## src/rtl/uart_arb_pkg.sv

```systemverilog
// Shared types and defaults for the UART transmit arbiter.
package uart_arb_pkg;

  localparam int unsigned NumReqDefault = 4;
  localparam int unsigned GapMaxDefault = 255;

  typedef enum logic [1:0] {
    StIdle,
    StLoad,
    StSend,
    StWait
  } arb_state_e;

  // Next requester index after idx, wrapping at n.
  function automatic int unsigned wrap_inc(input int unsigned idx, input int unsigned n);
    return (idx + 1 >= n) ? 0 : idx + 1;
  endfunction

endpackage

```

## src/rtl/uart_tx_arbiter_if.sv

```systemverilog
// Requester and transmitter handshake bundle for the UART transmit arbiter.
interface uart_tx_arbiter_if
  import uart_arb_pkg::*;
#(
  parameter int unsigned num_req = NumReqDefault
);
  logic [8*num_req-1:0] i_req_data;
  logic [num_req-1:0]   i_req_valid;
  logic [num_req-1:0]   i_req_last;
  logic [num_req-1:0]   o_req_ready;
  logic [7:0]           o_tx_data;
  logic                 o_tx_req;
  logic                 i_tx_cts;

  // Requesters and transmitter side.
  modport master (
    output i_req_data, i_req_valid, i_req_last, i_tx_cts,
    input  o_req_ready, o_tx_data, o_tx_req
  );

  // Arbiter side.
  modport slave (
    input  i_req_data, i_req_valid, i_req_last, i_tx_cts,
    output o_req_ready, o_tx_data, o_tx_req
  );
endinterface

```

## src/rtl/rr_pick.sv

```systemverilog
// Combinational round-robin picker: first valid requester at or above rr_ptr, with wrap.
module rr_pick
  import uart_arb_pkg::*;
#(
  parameter int unsigned num_req = NumReqDefault
) (
  input  logic [num_req-1:0]         valid,
  input  logic [$clog2(num_req)-1:0] rr_ptr,
  output logic [$clog2(num_req)-1:0] winner,
  output logic                       any
);
  localparam int unsigned IdxW = $clog2(num_req);

  // Scan upward from rr_ptr; the first hit wins.
  always_comb begin
    winner = '0;
    any    = 1'b0;
    for (int unsigned i = 0; i < num_req; i++) begin
      automatic logic [IdxW-1:0] idx = IdxW'((32'(rr_ptr) + i) % num_req);
      if (!any && valid[idx]) begin
        any    = 1'b1;
        winner = idx;
      end
    end
  end

endmodule

```

## src/rtl/uart_tx_arbiter.sv

```systemverilog
// Packet-locking round-robin arbiter feeding bytes from several requesters to one UART
// transmitter. A granted requester keeps the lock until its last byte is accepted or it
// stalls for gap_max cycles.
module uart_tx_arbiter
  import uart_arb_pkg::*;
#(
  parameter int unsigned num_req = NumReqDefault,
  parameter int unsigned gap_max = GapMaxDefault
) (
  input  logic                       clk,
  input  logic                       rst_n,
  uart_tx_arbiter_if.slave           bus,
  output logic [$clog2(num_req)-1:0] o_owner,
  output logic                       o_busy,
  output logic                       o_abort
);
  localparam int unsigned OwnerW = $clog2(num_req);
  localparam int unsigned GapW   = $clog2(gap_max + 1);
  localparam logic [GapW-1:0] GapMax  = GapW'(gap_max);
  // Abort fires on the idle cycle whose increment would reach gap_max.
  localparam logic [GapW-1:0] GapLast = GapW'(gap_max - 1);

  arb_state_e          state_q;
  logic [OwnerW-1:0]   owner_q;
  logic [OwnerW-1:0]   rr_ptr_q;
  logic [GapW-1:0]     gap_q;
  logic                last_q;
  logic [7:0]          tx_data_q;
  logic                tx_req_q;
  logic                abort_q;

  logic [OwnerW-1:0]   pick_idx;
  logic                pick_any;
  logic [OwnerW-1:0]   owner_next;
  logic [7:0]          owner_data;
  logic                owner_valid;
  logic                owner_last;
  logic [num_req-1:0]  ready;

  rr_pick #(
    .num_req(num_req)
  ) u_rr_pick (
    .valid (bus.i_req_valid),
    .rr_ptr(rr_ptr_q),
    .winner(pick_idx),
    .any   (pick_any)
  );

  // Select the lock holder's lane and decode its one-hot ready strobe.
  always_comb begin
    owner_data  = 8'h00;
    owner_valid = 1'b0;
    owner_last  = 1'b0;
    for (int unsigned k = 0; k < num_req; k++) begin
      if (owner_q == OwnerW'(k)) begin
        owner_data  = bus.i_req_data[8*k +: 8];
        owner_valid = bus.i_req_valid[k];
        owner_last  = bus.i_req_last[k];
      end
    end
    owner_next = OwnerW'(wrap_inc(32'(owner_q), num_req));
    ready      = '0;
    if (state_q == StLoad) begin
      ready[owner_q] = 1'b1;
    end
  end

  // Arbitration FSM with registered transmitter-facing outputs.
  always_ff @(posedge clk or negedge rst_n) begin
    if (!rst_n) begin
      state_q   <= StIdle;
      owner_q   <= '0;
      rr_ptr_q  <= '0;
      gap_q     <= '0;
      last_q    <= 1'b0;
      tx_data_q <= 8'h00;
      tx_req_q  <= 1'b0;
      abort_q   <= 1'b0;
    end else begin
      abort_q <= 1'b0;
      unique case (state_q)
        StIdle: begin
          if (pick_any) begin
            owner_q <= pick_idx;
            gap_q   <= '0;
            state_q <= StLoad;
          end
        end
        StLoad: begin
          if (owner_valid) begin
            tx_data_q <= owner_data;
            last_q    <= owner_last;
            gap_q     <= '0;
            tx_req_q  <= 1'b1;
            state_q   <= StSend;
          end else begin
            if (gap_q != GapMax) begin
              gap_q <= gap_q + 1'b1;
            end
            if (gap_q >= GapLast) begin
              abort_q  <= 1'b1;
              rr_ptr_q <= owner_next;
              state_q  <= StIdle;
            end
          end
        end
        StSend: begin
          // A falling cts is the only sign the transmitter took the byte.
          if (!bus.i_tx_cts) begin
            tx_req_q <= 1'b0;
            state_q  <= StWait;
          end
        end
        StWait: begin
          if (bus.i_tx_cts) begin
            if (last_q) begin
              rr_ptr_q <= owner_next;
              state_q  <= StIdle;
            end else begin
              state_q <= StLoad;
            end
          end
        end
        default: state_q <= StIdle;
      endcase
    end
  end

  assign bus.o_req_ready = ready;
  assign bus.o_tx_data   = tx_data_q;
  assign bus.o_tx_req    = tx_req_q;
  assign o_owner         = owner_q;
  assign o_busy          = (state_q != StIdle);
  assign o_abort         = abort_q;

endmodule

```

## src/flat_wrapper.sv

```systemverilog
// flat-port wrapper written by rule: the top's interface ports become plain ports
module uart_tx_arbiter_flat import uart_arb_pkg::*;
#(
  parameter int unsigned num_req = NumReqDefault,
  parameter int unsigned gap_max = GapMaxDefault
)
  (clk, rst_n, o_owner, o_busy, o_abort, bus_i_req_data, bus_i_req_valid, bus_i_req_last, bus_i_tx_cts, bus_o_req_ready, bus_o_tx_data, bus_o_tx_req);
  uart_tx_arbiter_if #(.num_req(num_req)) bus_i ();
  input  logic clk;
  input  logic rst_n;
  output logic [$clog2(num_req)-1:0] o_owner;
  output logic o_busy;
  output logic o_abort;
  input wire logic [$bits(bus_i.i_req_data)-1:0] bus_i_req_data;
  input wire logic [$bits(bus_i.i_req_valid)-1:0] bus_i_req_valid;
  input wire logic [$bits(bus_i.i_req_last)-1:0] bus_i_req_last;
  input wire logic [$bits(bus_i.i_tx_cts)-1:0] bus_i_tx_cts;
  output wire logic [$bits(bus_i.o_req_ready)-1:0] bus_o_req_ready;
  output wire logic [$bits(bus_i.o_tx_data)-1:0] bus_o_tx_data;
  output wire logic [$bits(bus_i.o_tx_req)-1:0] bus_o_tx_req;
  assign bus_i.i_req_data = bus_i_req_data;
  assign bus_i.i_req_valid = bus_i_req_valid;
  assign bus_i.i_req_last = bus_i_req_last;
  assign bus_i.i_tx_cts = bus_i_tx_cts;
  assign bus_o_req_ready = bus_i.o_req_ready;
  assign bus_o_tx_data = bus_i.o_tx_data;
  assign bus_o_tx_req = bus_i.o_tx_req;
  uart_tx_arbiter #(.num_req(num_req), .gap_max(gap_max)) u_core (.clk(clk), .rst_n(rst_n), .bus(bus_i), .o_owner(o_owner), .o_busy(o_busy), .o_abort(o_abort));
endmodule
```

## config.mk

```make
export PLATFORM = sky130hd
export DESIGN_NAME = uart_tx_arbiter_flat
export DESIGN_NICKNAME = d
export VERILOG_FILES = /design/src/rtl/uart_arb_pkg.sv /design/src/rtl/uart_tx_arbiter_if.sv /design/src/rtl/rr_pick.sv /design/src/rtl/uart_tx_arbiter.sv /design/src/flat_wrapper.sv
export SDC_FILE = /design/constraint.sdc
export NUM_CORES = 1
export LEC_CHECK = 0
export BUFFER_PORTS_ARGS = -buffer_cell sky130_fd_sc_hd__buf_2
export CORE_UTILIZATION = 23
export CTS_CLUSTER_DIAMETER = 30
export DETAILED_ROUTE_END_ITERATION = 10
export HOLD_SLACK_MARGIN = 0.1
export PLACE_DENSITY = 0.47
export SLEW_MARGIN = 20
export SYNTH_ARGS = -nofsm -noshare
export SYNTH_HDL_FRONTEND = slang
export SYNTH_SLANG_ARGS = --single-unit
```

## constraint.sdc

```tcl
create_clock -name clk -period 2.1 [get_ports clk]
set_input_delay 0.42 -clock clk [delete_from_list [all_inputs] [get_ports clk]]
set_output_delay 0.42 -clock clk [all_outputs]
set_load 0.05 [all_outputs]
```

======== Yosys cells after proc, flatten, opt, wreduce, memory -nomap -nowiden ========
Index checks and enable logic that the tools add are counted.
cells by class
  $add $sub $neg .......................... 5
  multiply operators ...................... 0
  divide/modulo/power cells ............... 0
  order comparisons ....................... 8
  equal/unequal tests ..................... 16
  shift-type cells ........................ 0
  multiplexer cells ....................... 54
  bitwise gates (word level) .............. 0
  reduce and logical (&&, ||, !) cells .... 19
operators with widths
  operator             count
  $mux 8               7
  $mux 2               14
  $mux 1               23
  $pmux 8 s2           1
  $lt 2x3->1 const B   5
  $add 8x1->8 const B  1
  $bmux 1 s2           4
  $eq 2x2->1 const B   4
  $ge 8x8->1 const B   1
  $ne 2x2->1 const B   4
  $ne 8x8->1 const B   1
  $pmux 2 s4           1
  $reduce_bool 2->1    4
  $ne 2x1->1 const B   3
  $ne 3x2->1 const B   2
  $reduce_and 3->1     2
  $reduce_and 5->1     1
  $add 2x2->2 const B  2
  $eq 2x1->1 const B   2
  $logic_and 1x1->1    4
  $logic_not 2->1      2
  $mux 4               1
  $pmux 2 s2           1
  $reduce_and 2->1     2
  other kinds (8)      10
word-level totals
  register bits ........................... 25
  latch bits .............................. 0
  memory bits (writable) .................. 0
  memory bits (read-only) ................. 0
  logic and storage cells ................. 110
  memories kept ........................... 0

======== Depth between registers and ports, before layout ========
  depth in word-level cells ............... 14
  gate-level depth with buffers ........... 7
  gate-level depth less buffers ........... 6

======== By module ========
Synthesis repeated with hierarchy kept, for this count alone.
unflattened totals
  cell total of the unflattened synthesis .. 214
  area, all modules ....................... 1699.1 um^2
modules (own cells, without submodules)
  module           times used  cells an instance  area each (um^2)  sequential area each (um^2)
  uart_tx_arbiter  1           199                1621.6            625.6
  rr_pick          1           15                 77.6              0.0

======== Least setup slack after synthesis ========
Ideal clock, no wire load.
  path kind ............................... reg2out
  from .................................... register u_core.owner_q[1] (netlist: u_core.o_owner[1])
  to ...................................... output port bus_o_req_ready[2]
  arrival ................................. 1.793 ns
  data required time ...................... 1.680 ns
  path slack .............................. -0.113 ns
  cell stages (with the launch flop) ...... 5
  cells stage by stage .................... dfrtp_1 > ha_1 > clkbuf_1 > buf_2 > and2_1
on the way
  longest elaborated chain between the ends .. 5
RTL lines
  item                                                            line                   text
  from (decl)                                                     uart_tx_arbiter.sv:24  logic [OwnerW-1:0] owner_q;
  from (signal assigned)                                          uart_tx_arbiter.sv:84  owner_q <= pick_idx;
  $lt 2x3->1 (implied by the code) or $ge 2x1->1 (tied branches)  uart_tx_arbiter.sv:64  ready[owner_q] = 1'b1;
  $logic_and 1x1->1 (implied by the code)                         uart_tx_arbiter.sv:64
  $mux 1 (implied by the code)                                    uart_tx_arbiter.sv:64
  $demux 1 s2 *                                                   --
  $mux 4 *                                                        uart_tx_arbiter.sv:63  if (state_q == StLoad) begin
  to (decl)                                                       flat_wrapper.sv:18     output wire logic [$bits(bus_i.o_req_ready)-1:0] bus_o_req_ready;
Every way passes the cells marked *; elsewhere a longest branch is shown, timed or not.

======== Worst setup path in the final report ========
  from .................................... register u_core.owner_q[1] (netlist: u_core.o_owner[1])
  to ...................................... output port bus_o_req_ready[1]
Same word-level chain as after synthesis.

==> out/results.txt <==
outcome: finished clean
iteration count of the initial detailed-routing pass: 4
final net count: 293
max cap viols: 0
vertical die dimension: 87.6 microns
combined area of the multi-input logic cells: 992 sq um
die extent in x: 87.6 microns
final-layout setup total negative slack: 0 ps
flop2flop setup slack: 220 ps
ANT cells: 0
routed via count divided by cell count: 4.81
initial antenna violation count: 0
register bit count reported by yosys: 25
FF+latch area: 628 sq um
vias after detailed routing: 1,630
prevailing post-synth register cell: dfrtp_1
number of nets with antenna violations after routing: 0
total overflow reported by the global router: 0
gate family responsible for the most delay along the worst path: buffers and inverters
cell type of the slowest stage on the worst timing path: dfrtp_2
Placeable Area: 6940 sq um
number of flops mapped to enable cells by yosys: 0
Detailed Route WL: 4.64 mm
I/O pins: 60
first-pass GRT wire length: 7.56 mm
initial cell density of the core: 24.3%
total power divided by cell area: 1400 nW/um^2
Worst-Skew Late Latency: 280 ps
Max-slew headroom: 59.1%
maximum ir drop on the vdd rail: 0.453 mV
worst reg-to-reg path cell count: 6
number of buffer and inverter stages on the critical path: 3
Max H-tree Level: 1
Critical Path, Cell by Cell: inv_1 -> ha_2 -> buf_4 -> and2_1 -> clkbuf_4
cts bufs inserted: 3
achievable clock frequency: 502 MHz
overall fraction of global-route tracks in use: 12.6%
input/output buffers: 59
arrival time at the worst endpoint: 1570 ps
post-synth net total: 231
RSZ-0062 raised after global routing: no
highest net fanout along the worst path: 10
clock-pin transition on the worst setup and hold timing paths: 100 ps
Avg Cell Area, Syn: 9.27 sq um
Max Buffers Root-to-Sink: 2
Placement Rows: 30
1st-iter DRT viols: 126
post-synthesis instance area: 1690 sq um
Post-Syn Instances: 182
final critical path time including I/O delays and setup: 1990 ps
cell count after placement: 335
static leakage: 0.000946 uW
count of synthesis-stage warnings from yosys: 0
layout cells sized above 1: 38.3%
sequential cell area fraction in the yosys report: 37.1%
total of endpoints with negative setup slack in the final report: 0
cell depth of the worst setup path: 5
Cell variety after synth: 42
critical path's largest stage delay: 450 ps
# hold bufs at CTS: 0
Worst setup SP type: flop
via count of the first global-routing pass: 1,500
critical path class: reg -> out
measured slew at the worst slew-check pin: 614 ps
final critical-path share of the clock period: 94.8%
clock tree from TritonCTS: built
layout overhead on the synthesized area: 29.5%
number of fill cells: 754
Async S/R FF share, synth: 100%
routed len/inst: 13.7 microns
number of sinks on the clock net: 25
largest clock skew in the final design: 6.91 ps
number of max-slew violations in the final report: 0
die footprint: 7680 sq um
filler-free cell count of the finished design: 339
critical path capture point type: output port
required time of the worst setup path: 1680 ps
final RePlAce weighted congestion: 0.764
HPWL after DPL: 3.45 mm
remaining routing DRC violations: 0
Final Hold Viols: 0
largest net degree at the start of global routing: 26
Hold WC Path Type: in -> async
library cell used as clock root buffer: clkbuf_8
==> registers in the layout, indices dropped and copies added, names as in the netlist, named ones only <==
register              flops
u_core.state_q            1
u_core.o_abort            1
u_core.bus.o_tx_data      8
u_core.last_q             1
u_core.gap_q              8
u_core.bus.o_tx_req       1
u_core.o_owner            2
u_core.rr_ptr_q           2
==> cells in the final DEF, fill, tap and decap left out, drive strengths merged <==
cell,Yosys,layout
a211o,2,2
a211oi,3,3
a21oi,8,8
a221oi,9,9
a2bb2oi,2,2
a311oi,1,1
a31oi,6,6
and2,4,4
and3,1,1
and4,1,1
buf,5,66
clkbuf,5,4
clkinvlp,0,1
dfrtp,25,25
ha,6,6
inv,7,7
mux2,11,11
mux2i,1,1
nand2,20,20
nand2b,4,4
nand3,5,5
nand3b,3,3
nand4,3,3
nor2,7,7
nor2b,11,11
nor3,2,2
nor3b,2,2
o211ai,3,3
o21ai,5,5
o21bai,1,1
o311ai,3,3
o31ai,12,12
o32ai,1,1
or2,2,2
or4,1,1
==> synthesized netlist by cell type, drive strengths merged, types with 4 or more instances <==
cell,number,area share (%)
a21oi,8,2.4
a221oi,9,4.7
a31oi,6,2.2
and2,4,1.5
buf,5,1.8
clkbuf,5,1.1
dfrtp,25,37
ha,6,4.5
inv,7,1.6
mux2,11,7.3
nand2,20,4.6
nand2b,4,1.5
nand3,5,1.5
nor2,7,1.6
nor2b,11,4.1
o21ai,5,1.5
o31ai,12,5.6
==> stage by stage <==
stage	cell area [sq um]	hold WS [ps]	setup WS, ps	total power (uW)	util (%)
after global routing	2180	171	11.7	3310	31.4
after global placement	2120	474	242	2780	30.5
after CTS	2170	164	35.4	3090	31.2
after detailed placement	2120	473	196	2760	30.5
final	2180	142	109	3060	31.4
after floorplan	1690	124	89.6	2250	-
==> final cells by class <==
type	instances	share of cell area, %
Inverter	7	1.20
Timing Repair Buffer	67	16.8
Sequential cell	25	28.8
Clock inverter	1	0.344
Clock buffer	3	1.89
Multi-Input combinational cell	140	45.4
Tap cell	96	5.50
==> power by group <==
part / total (uW) / internal (uW) / switching (uW)
logic: 1980 / 732 / 1250
clock network: 305 / 135 / 170
registers: 771 / 647 / 124
==> worst paths after layout <==
check / from / end
worst max register to register: u_core.o_owner[0]$_DFFE_PN0P_ / u_core.bus.o_tx_data[5]$_DFFE_PN0P_
min in group clk: bus_i_tx_cts / u_core.bus.o_tx_req$_DFFE_PN0P_
worst min-delay path: rst_n / u_core.gap_q[0]$_DFFE_PN0P_
max in group asynchronous: rst_n / u_core.o_owner[1]$_DFFE_PN0P_
worst min register to register: u_core.bus.o_tx_data[7]$_DFFE_PN0P_ / u_core.bus.o_tx_data[7]$_DFFE_PN0P_
worst max-delay path: u_core.o_owner[1]$_DFFE_PN0P_ / bus_o_req_ready[1]
==> what timing repair did <==
item                                    4_1_cts  5_1_grt
buffers inserted                              0        0
endpoints found under the setup margin        1        3
resized for setup                             1        5
hold endpoints to repair                      0        0
==> layer usage <==
metal  track usage, %  up-vias  wire length, microns
met5                0        -                     0
met4             3.13        0                    36
met3             2.83        2                   209
met2             19.8       37                  2130
met1             17.6      784                  2260
li1                 -      807                     -
==> logic make-up after synthesis <==
logic type	Yosys count	share of synthesized area [%]
simple gates	66	20.7
compound gates	56	25.4
flops	25	37.1
buf+inv	17	4.45
mux	12	7.94
fa+ha+maj	6	4.45
Power figures use the tool's default switching activity.
